File: config.mk
export PLATFORM = sky130hd
export DESIGN_NAME = vect_op_sequencer
export DESIGN_NICKNAME = d
export VERILOG_FILES = /design/src/rtl/vect_op_sequencer.sv
export SDC_FILE = /design/constraint.sdc
export NUM_CORES = 1
export LEC_CHECK = 0
export CAP_MARGIN = 10
export CORE_ASPECT_RATIO = 1.5
export CORE_UTILIZATION = 41
export CTS_CLUSTER_DIAMETER = 60
export DETAILED_ROUTE_END_ITERATION = 8
export PLACE_DENSITY = 0.82
export SETUP_SLACK_MARGIN = 0.1
export SLEW_MARGIN = 40
export SYNTH_ARGS = -nofsm -noshare
export SYNTH_HDL_FRONTEND = slang
export SYNTH_SLANG_ARGS = --single-unit
File: constraint.sdc
create_clock -name clk -period 2.6 [get_ports clk]
set_input_delay 0.26 -clock clk [delete_from_list [all_inputs] [get_ports clk]]
set_output_delay 0.26 -clock clk [all_outputs]
set_load 0.005 [all_outputs]
File: src/rtl/vect_op_sequencer.sv
// ----------------------------------------------------------------------------
// vect_op_sequencer
//
// Purpose:
//   Issues a single vector command to the shared vect_unit datapath, one
//   element at a time. For element i it reads registers src_a+i and src_b+i,
//   registers them as the vect_unit operands, and then writes the result to
//   register dst+i. Every register address wraps modulo 32. Each element is
//   fully written back before the next element is read, so vectors that are
//   in place or overlap behave exactly like the equivalent sequential loop.
//
// Ports:
//   clk, rst_n          clock, asynchronous active-low reset
//   start               command strobe; sampled only in IDLE
//   op                  aluCTRL code applied to every element
//   src_a, src_b, dst   base register addresses of the A, B and result vectors
//   len                 element count (values above 32 are treated as 32)
//   busy                high in ISSUE / WRITE / DONE
//   done                one-cycle pulse in the final (DONE) cycle
//   flags_acc           sticky OR of alu_flags over the written elements
//   rf_ra_a, rf_ra_b    register-file read addresses (valid in ISSUE)
//   rf_rd_a, rf_rd_b    register-file read data (combinational read)
//   alu_a, alu_b        registered operands to vect_unit
//   alu_ctrl            registered op to vect_unit
//   alu_out, alu_flags  vect_unit result and flags
//   rf_we, rf_wa, rf_wd register-file write port (rf_wd = alu_out)
//
// Optional build macro:
//   VSEQ_ABORT_EN  adds input abort and output aborted. When abort is high in
//                  ISSUE, or in WRITE (where it also gates rf_we off), the
//                  command ends early through DONE. aborted rises with done
//                  and holds until the next accepted start.
//
// Handshake: there is no ready. A start pulse is taken only while the
// sequencer is IDLE (busy=0). It is ignored while busy, which includes the
// DONE cycle. The issuer watches busy/done to know when the command has ended.
// ----------------------------------------------------------------------------
module vect_op_sequencer #(
   parameter int DATA_W = 32,
   parameter int ADDR_W = 5,
   parameter int LEN_W  = 6
) (
   input  logic              clk,
   input  logic              rst_n,
   input  logic              start,
   input  logic [3:0]        op,
   input  logic [ADDR_W-1:0] src_a,
   input  logic [ADDR_W-1:0] src_b,
   input  logic [ADDR_W-1:0] dst,
   input  logic [LEN_W-1:0]  len,
`ifdef VSEQ_ABORT_EN
   input  logic              abort,
   output logic              aborted,
`endif
   output logic              busy,
   output logic              done,
   output logic [1:0]        flags_acc,
   output logic [ADDR_W-1:0] rf_ra_a,
   output logic [ADDR_W-1:0] rf_ra_b,
   input  logic [DATA_W-1:0] rf_rd_a,
   input  logic [DATA_W-1:0] rf_rd_b,
   output logic [DATA_W-1:0] alu_a,
   output logic [DATA_W-1:0] alu_b,
   output logic [3:0]        alu_ctrl,
   input  logic [DATA_W-1:0] alu_out,
   input  logic [1:0]        alu_flags,
   output logic              rf_we,
   output logic [ADDR_W-1:0] rf_wa,
   output logic [DATA_W-1:0] rf_wd
);

   // A command can never touch more than the whole register file.
   localparam logic [LEN_W-1:0] MAX_LEN = LEN_W'(2 ** ADDR_W);

   typedef enum logic [1:0] {
      S_IDLE  = 2'd0,
      S_ISSUE = 2'd1,
      S_WRITE = 2'd2,
      S_DONE  = 2'd3
   } state_t;

   state_t            state_q, state_d;
   logic [3:0]        op_q, op_d;
   logic [ADDR_W-1:0] src_a_q, src_a_d;
   logic [ADDR_W-1:0] src_b_q, src_b_d;
   logic [ADDR_W-1:0] dst_q, dst_d;
   logic [LEN_W-1:0]  len_q, len_d;
   logic [LEN_W-1:0]  idx_q, idx_d;
   logic [1:0]        flags_q, flags_d;
   logic [DATA_W-1:0] alu_a_q, alu_a_d;
   logic [DATA_W-1:0] alu_b_q, alu_b_d;
   logic [3:0]        alu_ctrl_q, alu_ctrl_d;
`ifdef VSEQ_ABORT_EN
   logic              aborted_q, aborted_d;
`endif

   logic [ADDR_W-1:0] idx_addr;
   logic              wr_en;
   logic              last_elem;

   // idx never exceeds 31 while a command runs, so its low bits are the
   // register offset. Adding those bits at ADDR_W width gives the modulo-32 wrap.
   assign idx_addr  = idx_q[ADDR_W-1:0];
   assign last_elem = (idx_q == (len_q - LEN_W'(1)));

   // ------------------------------------------------------------------
   // State register
   // ------------------------------------------------------------------
   always_ff @(posedge clk or negedge rst_n) begin
      if (!rst_n) begin
         state_q    <= S_IDLE;
         op_q       <= '0;
         src_a_q    <= '0;
         src_b_q    <= '0;
         dst_q      <= '0;
         len_q      <= '0;
         idx_q      <= '0;
         flags_q    <= '0;
         alu_a_q    <= '0;
         alu_b_q    <= '0;
         alu_ctrl_q <= '0;
`ifdef VSEQ_ABORT_EN
         aborted_q  <= 1'b0;
`endif
      end else begin
         state_q    <= state_d;
         op_q       <= op_d;
         src_a_q    <= src_a_d;
         src_b_q    <= src_b_d;
         dst_q      <= dst_d;
         len_q      <= len_d;
         idx_q      <= idx_d;
         flags_q    <= flags_d;
         alu_a_q    <= alu_a_d;
         alu_b_q    <= alu_b_d;
         alu_ctrl_q <= alu_ctrl_d;
`ifdef VSEQ_ABORT_EN
         aborted_q  <= aborted_d;
`endif
      end
   end

   // ------------------------------------------------------------------
   // Next-state and output logic
   // ------------------------------------------------------------------
   always_comb begin
      state_d    = state_q;
      op_d       = op_q;
      src_a_d    = src_a_q;
      src_b_d    = src_b_q;
      dst_d      = dst_q;
      len_d      = len_q;
      idx_d      = idx_q;
      flags_d    = flags_q;
      alu_a_d    = alu_a_q;
      alu_b_d    = alu_b_q;
      alu_ctrl_d = alu_ctrl_q;
`ifdef VSEQ_ABORT_EN
      aborted_d  = aborted_q;
`endif
      wr_en      = 1'b0;
      rf_ra_a    = '0;
      rf_ra_b    = '0;
      rf_wa      = '0;

      case (state_q)
         S_IDLE: begin
            if (start) begin
               op_d    = op;
               src_a_d = src_a;
               src_b_d = src_b;
               dst_d   = dst;
               len_d   = (len > MAX_LEN) ? MAX_LEN : len;
               idx_d   = '0;
               flags_d = '0;
`ifdef VSEQ_ABORT_EN
               aborted_d = 1'b0;
`endif
               state_d = (len == '0) ? S_DONE : S_ISSUE;
            end
         end

         S_ISSUE: begin
            rf_ra_a    = src_a_q + idx_addr;
            rf_ra_b    = src_b_q + idx_addr;
            alu_a_d    = rf_rd_a;
            alu_b_d    = rf_rd_b;
            alu_ctrl_d = op_q;
            state_d    = S_WRITE;
`ifdef VSEQ_ABORT_EN
            if (abort) begin
               state_d   = S_DONE;
               aborted_d = 1'b1;
            end
`endif
         end

         S_WRITE: begin
            rf_wa = dst_q + idx_addr;
            wr_en = 1'b1;
`ifdef VSEQ_ABORT_EN
            // Abort takes effect in the same cycle, so this element is never
            // written.
            if (abort) begin
               wr_en = 1'b0;
            end
`endif
            if (wr_en) begin
               flags_d = flags_q | alu_flags;
               if (last_elem) begin
                  state_d = S_DONE;
               end else begin
                  idx_d   = idx_q + LEN_W'(1);
                  state_d = S_ISSUE;
               end
            end else begin
               state_d = S_DONE;
`ifdef VSEQ_ABORT_EN
               aborted_d = 1'b1;
`endif
            end
         end

         S_DONE: begin
            state_d = S_IDLE;
         end

         default: begin
            state_d = S_IDLE;
         end
      endcase
   end

   assign busy      = (state_q != S_IDLE);
   assign done      = (state_q == S_DONE);
   assign rf_we     = wr_en;
   assign rf_wd     = alu_out;
   assign flags_acc = flags_q;
   assign alu_a     = alu_a_q;
   assign alu_b     = alu_b_q;
   assign alu_ctrl  = alu_ctrl_q;
`ifdef VSEQ_ABORT_EN
   assign aborted   = aborted_q;
`endif

endmodule

==> results of run 1 <==
path summary, 6_finish.rpt:
path | to | slack [ns] | cells after the start
setup / recovery | rf_ra_b[3] | 0.16 | 6
hold / removal | alu_b[28]$_DFFE_PN0P_ | 0.44 | 3
setup reg to reg | idx_q[4]$_DFFE_PN0P_ | 0.41 | 7
hold reg to reg | alu_a[31]$_DFFE_PN0P_ | 0.48 | 2
max in group asynchronous | alu_a[23]$_DFFE_PN0P_ | 1.39 | 3
min in group asynchronous | alu_b[11]$_DFFE_PN0P_ | 0.48 | 2
worst min-delay path, delay by kind of cell:
kind                   cells  cell delay [ns]
buffers and inverters      1             0.39
AND/OR/NAND/NOR            2             0.09
sequential cells by signal (all words and copies together) (netlist names), 4 cells and up:
signal / flops
src_a_q: 5
alu_a: 32
dst_q: 5
alu_ctrl: 4
src_b_q: 5
idx_q: 6
len_q: 6
op_q: 4
alu_b: 32
cells by family after synthesis:
kind of cell	Yosys count
mux	3
compound gates	34
flops	103
buf+inv	65
simple gates	322
xor+xnor	19
fa+ha+maj	17
cells in the final DEF (no fill, tap or decap), drive strengths merged, types with 3 or more instances in the layout:
| cell type | n |
|---|---|
| nand2 | 277 |
| clkdlybuf4s50 | 174 |
| dfrtp | 103 |
| buf | 18 |
| nor2 | 15 |
| ha | 14 |
| a21oi | 14 |
| xnor2 | 12 |
| clkbuf | 10 |
| inv | 10 |
| and2 | 8 |
| xor2 | 7 |
| a21o | 6 |
| nand3b | 6 |
| nand2b | 6 |
| o21ai | 5 |
| mux2i | 3 |
| fa | 3 |
| dlymetal6s2s | 3 |
cells in the mapped netlist:
| library cell | instances | area (um2) |
|---|---|---|
| a21boi_0 | 1 | 7.51 |
| a21oi_1 | 14 | 70.1 |
| ha_1 | 14 | 175 |
| nand2b_1 | 5 | 31.3 |
| o31a_1 | 1 | 8.76 |
| fa_1 | 3 | 60.1 |
| nand3b_1 | 6 | 45.0 |
| xnor2_1 | 12 | 105 |
| nor3_1 | 2 | 10.0 |
| inv_1 | 6 | 22.5 |
| o21ai_1 | 1 | 5.00 |
| o21ai_0 | 4 | 20.0 |
| nand2b_2 | 1 | 8.76 |
| mux2i_1 | 3 | 30.0 |
| nand4_1 | 2 | 12.5 |
| nand2_1 | 277 | 1040 |
| clkbuf_1 | 23 | 86.3 |
| a21boi_1 | 1 | 7.51 |
| nand3_2 | 1 | 10.0 |
| a2111o_1 | 1 | 11.3 |
| a211o_1 | 1 | 8.76 |
| o31ai_1 | 1 | 7.51 |
| a21o_1 | 6 | 45.0 |
| nor4b_1 | 1 | 8.76 |
| inv_2 | 1 | 3.75 |
| a211oi_1 | 2 | 15.0 |
| nor2_1 | 15 | 56.3 |
| nor4b_4 | 1 | 23.8 |
| xor2_1 | 7 | 61.3 |
| buf_4 | 32 | 240 |
| o2bb2ai_1 | 1 | 8.76 |
| nor4_2 | 1 | 12.5 |
| buf_2 | 3 | 15.0 |
| nor2b_1 | 1 | 6.26 |
| dfrtp_1 | 103 | 2580 |
| and2_1 | 8 | 50.1 |
| nand3_1 | 1 | 5.00 |
power groups by stage:
| stage | clock network, mW | registers, mW | logic [mW] |
|---|---|---|---|
| floorplan | 0 | 2.85 | 1.96 |
| global placement | 0 | 2.86 | 3.83 |
| finish | 1.38 | 2.88 | 4.05 |
| detailed placement | 0 | 2.92 | 3.98 |
| global route | 1.48 | 2.98 | 4.50 |
| CTS | 1.41 | 2.88 | 4.05 |
repair_timing:
item / 4_1_cts / 5_1_grt
gates resized for setup: 13 / 7
pin swaps: 0 / 2
hold buffers: 1 / 0
endpoints found under the hold margin: 65 / 0
setup buffers: 2 / 5
setup endpoints to repair: 6 / 7
cell type report:
cell class                 instances  area share, %
clock buffer                       9           3.19
clock inverter                     7           1.14
inverter                           7          0.373
multi-input combinational        395           28.4
sequential                       103           36.6
tap                              150           2.66
timing repair buffer             199           27.6
through the flow:
step	setup WS, ns	cell area, um2	cells	power [mW]	hold WS (ns)
5_1_grt	0.0778	7050	870	8.95	0.443
2_1_floorplan	0.758	4910	563	4.82	-0.0356
6_report	0.162	7050	870	8.30	0.438
4_1_cts	0.0751	7010	865	8.34	0.429
3_3_place_gp	0.193	6650	846	6.69	0.421
3_5_place_dp	0.199	6660	846	6.89	0.304
layer usage:
| metal | vias to the layer above | global-route usage, % |
|---|---|---|
| met1 | 2026 | 24.4 |
| met3 | 49 | 4.08 |
| met4 | 0 | 11.0 |
| met2 | 160 | 39.0 |
| met5 | - | 0 |
| li1 | 2026 | - |
==> results.yml, run 1 <==
logic_synthesis:
  synthSimpleGateAreaFrac_pct: 26.9
  synth_seq_cells: 103
  synthAdderAreaFrac_pct: 4.79
  synth_compound_area_share_pct: 4.38
  syn-cell-area_um2: 4910
  ys_types: 37
  synth_fp_nets: 706
  yosysSeqAreaShare_pct: 52.5
  synth_xor_area_share_pct: 3.39
  synth_cells: 563
  synth_area_per_cell_um2: 8.73
  yosys_warnings: 0
  synth_mux_area_share_pct: 0.611
  synth_top_family_by_area: "simple AND/OR/NAND/NOR gates"
cells_and_area:
  num_antenna_cells: 0
  regArea_um2: 2580
  fillers: 952
  drive_gt1_share_pct: 7.36
  nNetsFinal: 858
  area.growth.synth_to_final_pct: 43.5
  fin_util_pct: 60.8
  multi_input_area_um2: 2000
setup_path:
  critical_path_arrival_ns: 2.18
  cp_top_family: "buffers and inverters"
  startpoint_type: "flop"
  cp_max_fo: 6
  cp-end-kind: "primary output"
  slowest_stage: "clkdlybuf4s50_1"
  cp_slowest_stage_delay_ns: 0.52
  critical_path_class: "flop to primary output"
  worstPathRequired_ns: 2.34
  r2r_start: "len_q[0]$_DFFE_PN0P_"
  startpoint: "idx_q[1]$_DFFE_PN0P_"
  path_buf_inv: 1
  crit_chain: "ha_1, a21o_1, a21oi_1, xor2_1, nor2_1, clkdlybuf4s50_1"
die:
  initial_core_util_pct: 42.4
  dieArea_um2: 12400
  die_w_um: 91.4
  die_h_um: 136
  ioPinCount: 246
  std_cell_rows: 48
  coreArea_um2: 11600
route:
  firstDrtPassIters: 4
  route.met2.wl_um: 7090
  vias_per_cell: 4.90
  wl_met3_um: 633
  drtAntennaViolNets: 0
  top_layer: "met4"
  drc: 0
  wl_um: 13100
  routedWlPerCell_um: 15.1
  drt-initial-drc-count: 182
  wl_met1_um: 4970
  vias: 4261
power:
  comb_power_share_pct: 48.7
  seqPwrFrac_pct: 34.7
  ir_drop_mv: 0.903
  power_density_nw_per_um2: 1180
  leakagePower_nw: 3.50
  p_sw_mw: 3.07
  clock_power_share_pct: 16.6
  internal_power_mw: 5.23
  switching_share_pct: 37.0
timing:
  period_share_pct: 93.8
  relSlewSlack_pct: 58.2
  setup_viol: 0
  max_clock_freq_mhz: 410
  min_period_ns: 2.44
  rsz0062_at_grt: "yes"
  hold_violations: 0
  tightest_slew_ns: 0.627
  slew_viol_final: 0
  tns_ns: 0
  fin_worst_skew_ns: 0.00885
clock_network:
  cts_tree: "yes"
  clockRootBuffer: "clkbuf_16"
  cts_max_level: 3
  clkSlewWorstSetupHoldPaths_ns: 0.07
  clockBufferDepth: 2
  cts_buffers: 9
  clock_sinks: 103
  clk_latency_ns: 0.34
placed_design:
  io_buffers: 181
  dp_hpwl_um: 9630
  gp_congestion: 0.815
global_route:
  grt_pass1_wl_um: 21000
  grt_pass1_vias: 4330
  grt_usage_pct: 21.7
  grt_max_degree: 68
  grt-ovfl-total: 0
  antenna_found_initial: 0
worst_hold_path:
  min_path_type: "primary input to flop"
  hold_start: "rf_rd_b[28]"
status:
  status: "finished clean"
run:
  cap_violations: 0
No activity file was read; power rests on OpenSTA's default activity.
==> run 2: changes to the inputs <==
Settings changed: SLEW_MARGIN 40 to not set.
==> results.yml, run 2 (synthesis results as in run 1) <==
status:
  status: "finished clean"
route:
  drtAntennaViolNets: 0
  vias_per_cell: 4.93
  vias: 4284
  drc: 0
  wl_um: 13100
  firstDrtPassIters: 4
  drt-initial-drc-count: 123
  routedWlPerCell_um: 15.1
clock_network:
  cts_buffers: 9
  clock_sinks: 103
  clockRootBuffer: "clkbuf_16"
  clockBufferDepth: 2
  clk_latency_ns: 0.34
  cts_tree: "yes"
  clkSlewWorstSetupHoldPaths_ns: 0.07
  cts_hold_buffers: 0
  cts_max_level: 3
timing:
  hold_violations: 0
  relSlewSlack_pct: 42.5
  period_share_pct: 92.8
  tightest_slew_ns: 0.863
  rsz0062_at_grt: "yes"
  fin_worst_skew_ns: 0.0107
  max_clock_freq_mhz: 414
  hold_ws_ns: 0.0181
  slew_viol_final: 0
  setup_viol: 0
  tns_ns: 0
  min_period_ns: 2.41
cells_and_area:
  num_antenna_cells: 0
  layout_common_cells: "nand2_1 (277), clkdlybuf4s50_1 (174), dfrtp_1 (100), buf_4 (17), nor2_1 (15)"
  area.growth.synth_to_final_pct: 43.4
  final_common_cell: "nand2_1"
  stdcell_area_um2: 7040
  drive_gt1_share_pct: 7.65
  nNetsFinal: 857
power:
  comb_power_share_pct: 48.9
  seqPwrFrac_pct: 34.6
  power_density_nw_per_um2: 1180
  switching_share_pct: 37.1
  leakagePower_nw: 3.49
  internal_power_mw: 5.24
  clock_power_share_pct: 16.5
  ir_drop_mv: 0.752
  p_sw_mw: 3.09
global_route:
  grt_max_degree: 68
  grt-ovfl-total: 0
  grt_pass1_wl_um: 20700
  grt_pass1_vias: 4351
  grt_usage_pct: 21.3
  antenna_found_initial: 0
placed_design:
  dp_hpwl_um: 9610
  io_buffers: 181
  gp_congestion: 0.815
  placed_area_um2: 6650
die:
  ioPinCount: 246
  initial_core_util_pct: 42.4
  dieArea_um2: 12400
  die_h_um: 136
  coreArea_um2: 11600
  std_cell_rows: 48
  die_w_um: 91.4
setup_path:
  cp_max_fo: 6
  worstPathRequired_ns: 2.34
  cp-end-kind: "primary output"
  startpoint_type: "flop"
  critical_path_class: "flop to primary output"
  critical_path_arrival_ns: 2.15
run:
  cap_violations: 0
worst_hold_path:
  min_path_type: "primary input to async pin"
## run 2: worst paths after layout
kind / depth (start not counted) / slack, ns / endpoint / start
max in group asynchronous: 2 / 1.77 / alu_a[16]$_DFFE_PN0P_ / rst_n
max reg2reg: 7 / 0.44 / idx_q[4]$_DFFE_PN0P_ / len_q[0]$_DFFE_PN0P_
min reg2reg: 2 / 0.47 / alu_a[0]$_DFFE_PN0P_ / alu_a[0]$_DFFE_PN0P_
max: 7 / 0.19 / rf_ra_b[4] / idx_q[1]$_DFFE_PN0P_
min: 1 / 0.02 / alu_b[11]$_DFFE_PN0P_ / rst_n
min in group clk: 3 / 0.44 / src_b_q[4]$_DFFE_PN0P_ / src_b[4]
## run 2: what timing repair did
item | 4_1_cts | 5_1_grt
gates resized for setup | 12 | 10
setup endpoints to repair | 6 | 7
pin swaps | 0 | 1
buffers inserted | 2 | 5
## run 2: final cells by class
type                            instances  area, um2
Sequential cell                       103       2580
Fill cell                             956       4550
Inverter                                7       26.3
Multi-Input combinational cell        395       2010
Clock inverter                          7       80.1
Clock buffer                            9        225
Tap cell                              150        188
Timing Repair Buffer                  198       1930
## run 2: power by group through the flow
stage          Clock, mW  Combinational (mW)  Sequential, mW
4_1_cts             1.41                4.05            2.88
5_1_grt             1.48                4.51            2.98
3_5_place_dp           0                3.98            2.91
2_1_floorplan          0                1.96            2.85
6_report            1.38                4.07            2.88
3_3_place_gp           0                3.83            2.86
## run 2: through the flow
stage	std cells	power, mW	setup WS, ns	utilization [%]
2_1_floorplan	563	4.82	0.758	-
3_3_place_gp	846	6.69	0.193	57.4
3_5_place_dp	846	6.89	0.212	57.4
4_1_cts	864	8.34	0.0437	60.3
5_1_grt	869	8.96	0.0628	60.8
6_report	869	8.33	0.187	60.8
## run 2: critical path: stages (launching register included)
cell	delay (ns)
dfrtp_2	0.47
buf_2	0.19
fa_2	0.38
a21o_1	0.18
a21oi_2	0.14
xnor2_1	0.13
nor2_1	0.06
dlygate4sd2_1	0.27
## run 2: routing by layer
metal,vias up,track usage (%),share of wire (%)
li1,2023,-,-
met1,2021,23.7,37
met2,179,38.0,53
met3,61,4.08,5.2
met4,0,12.4,4.6
met5,-,0,0
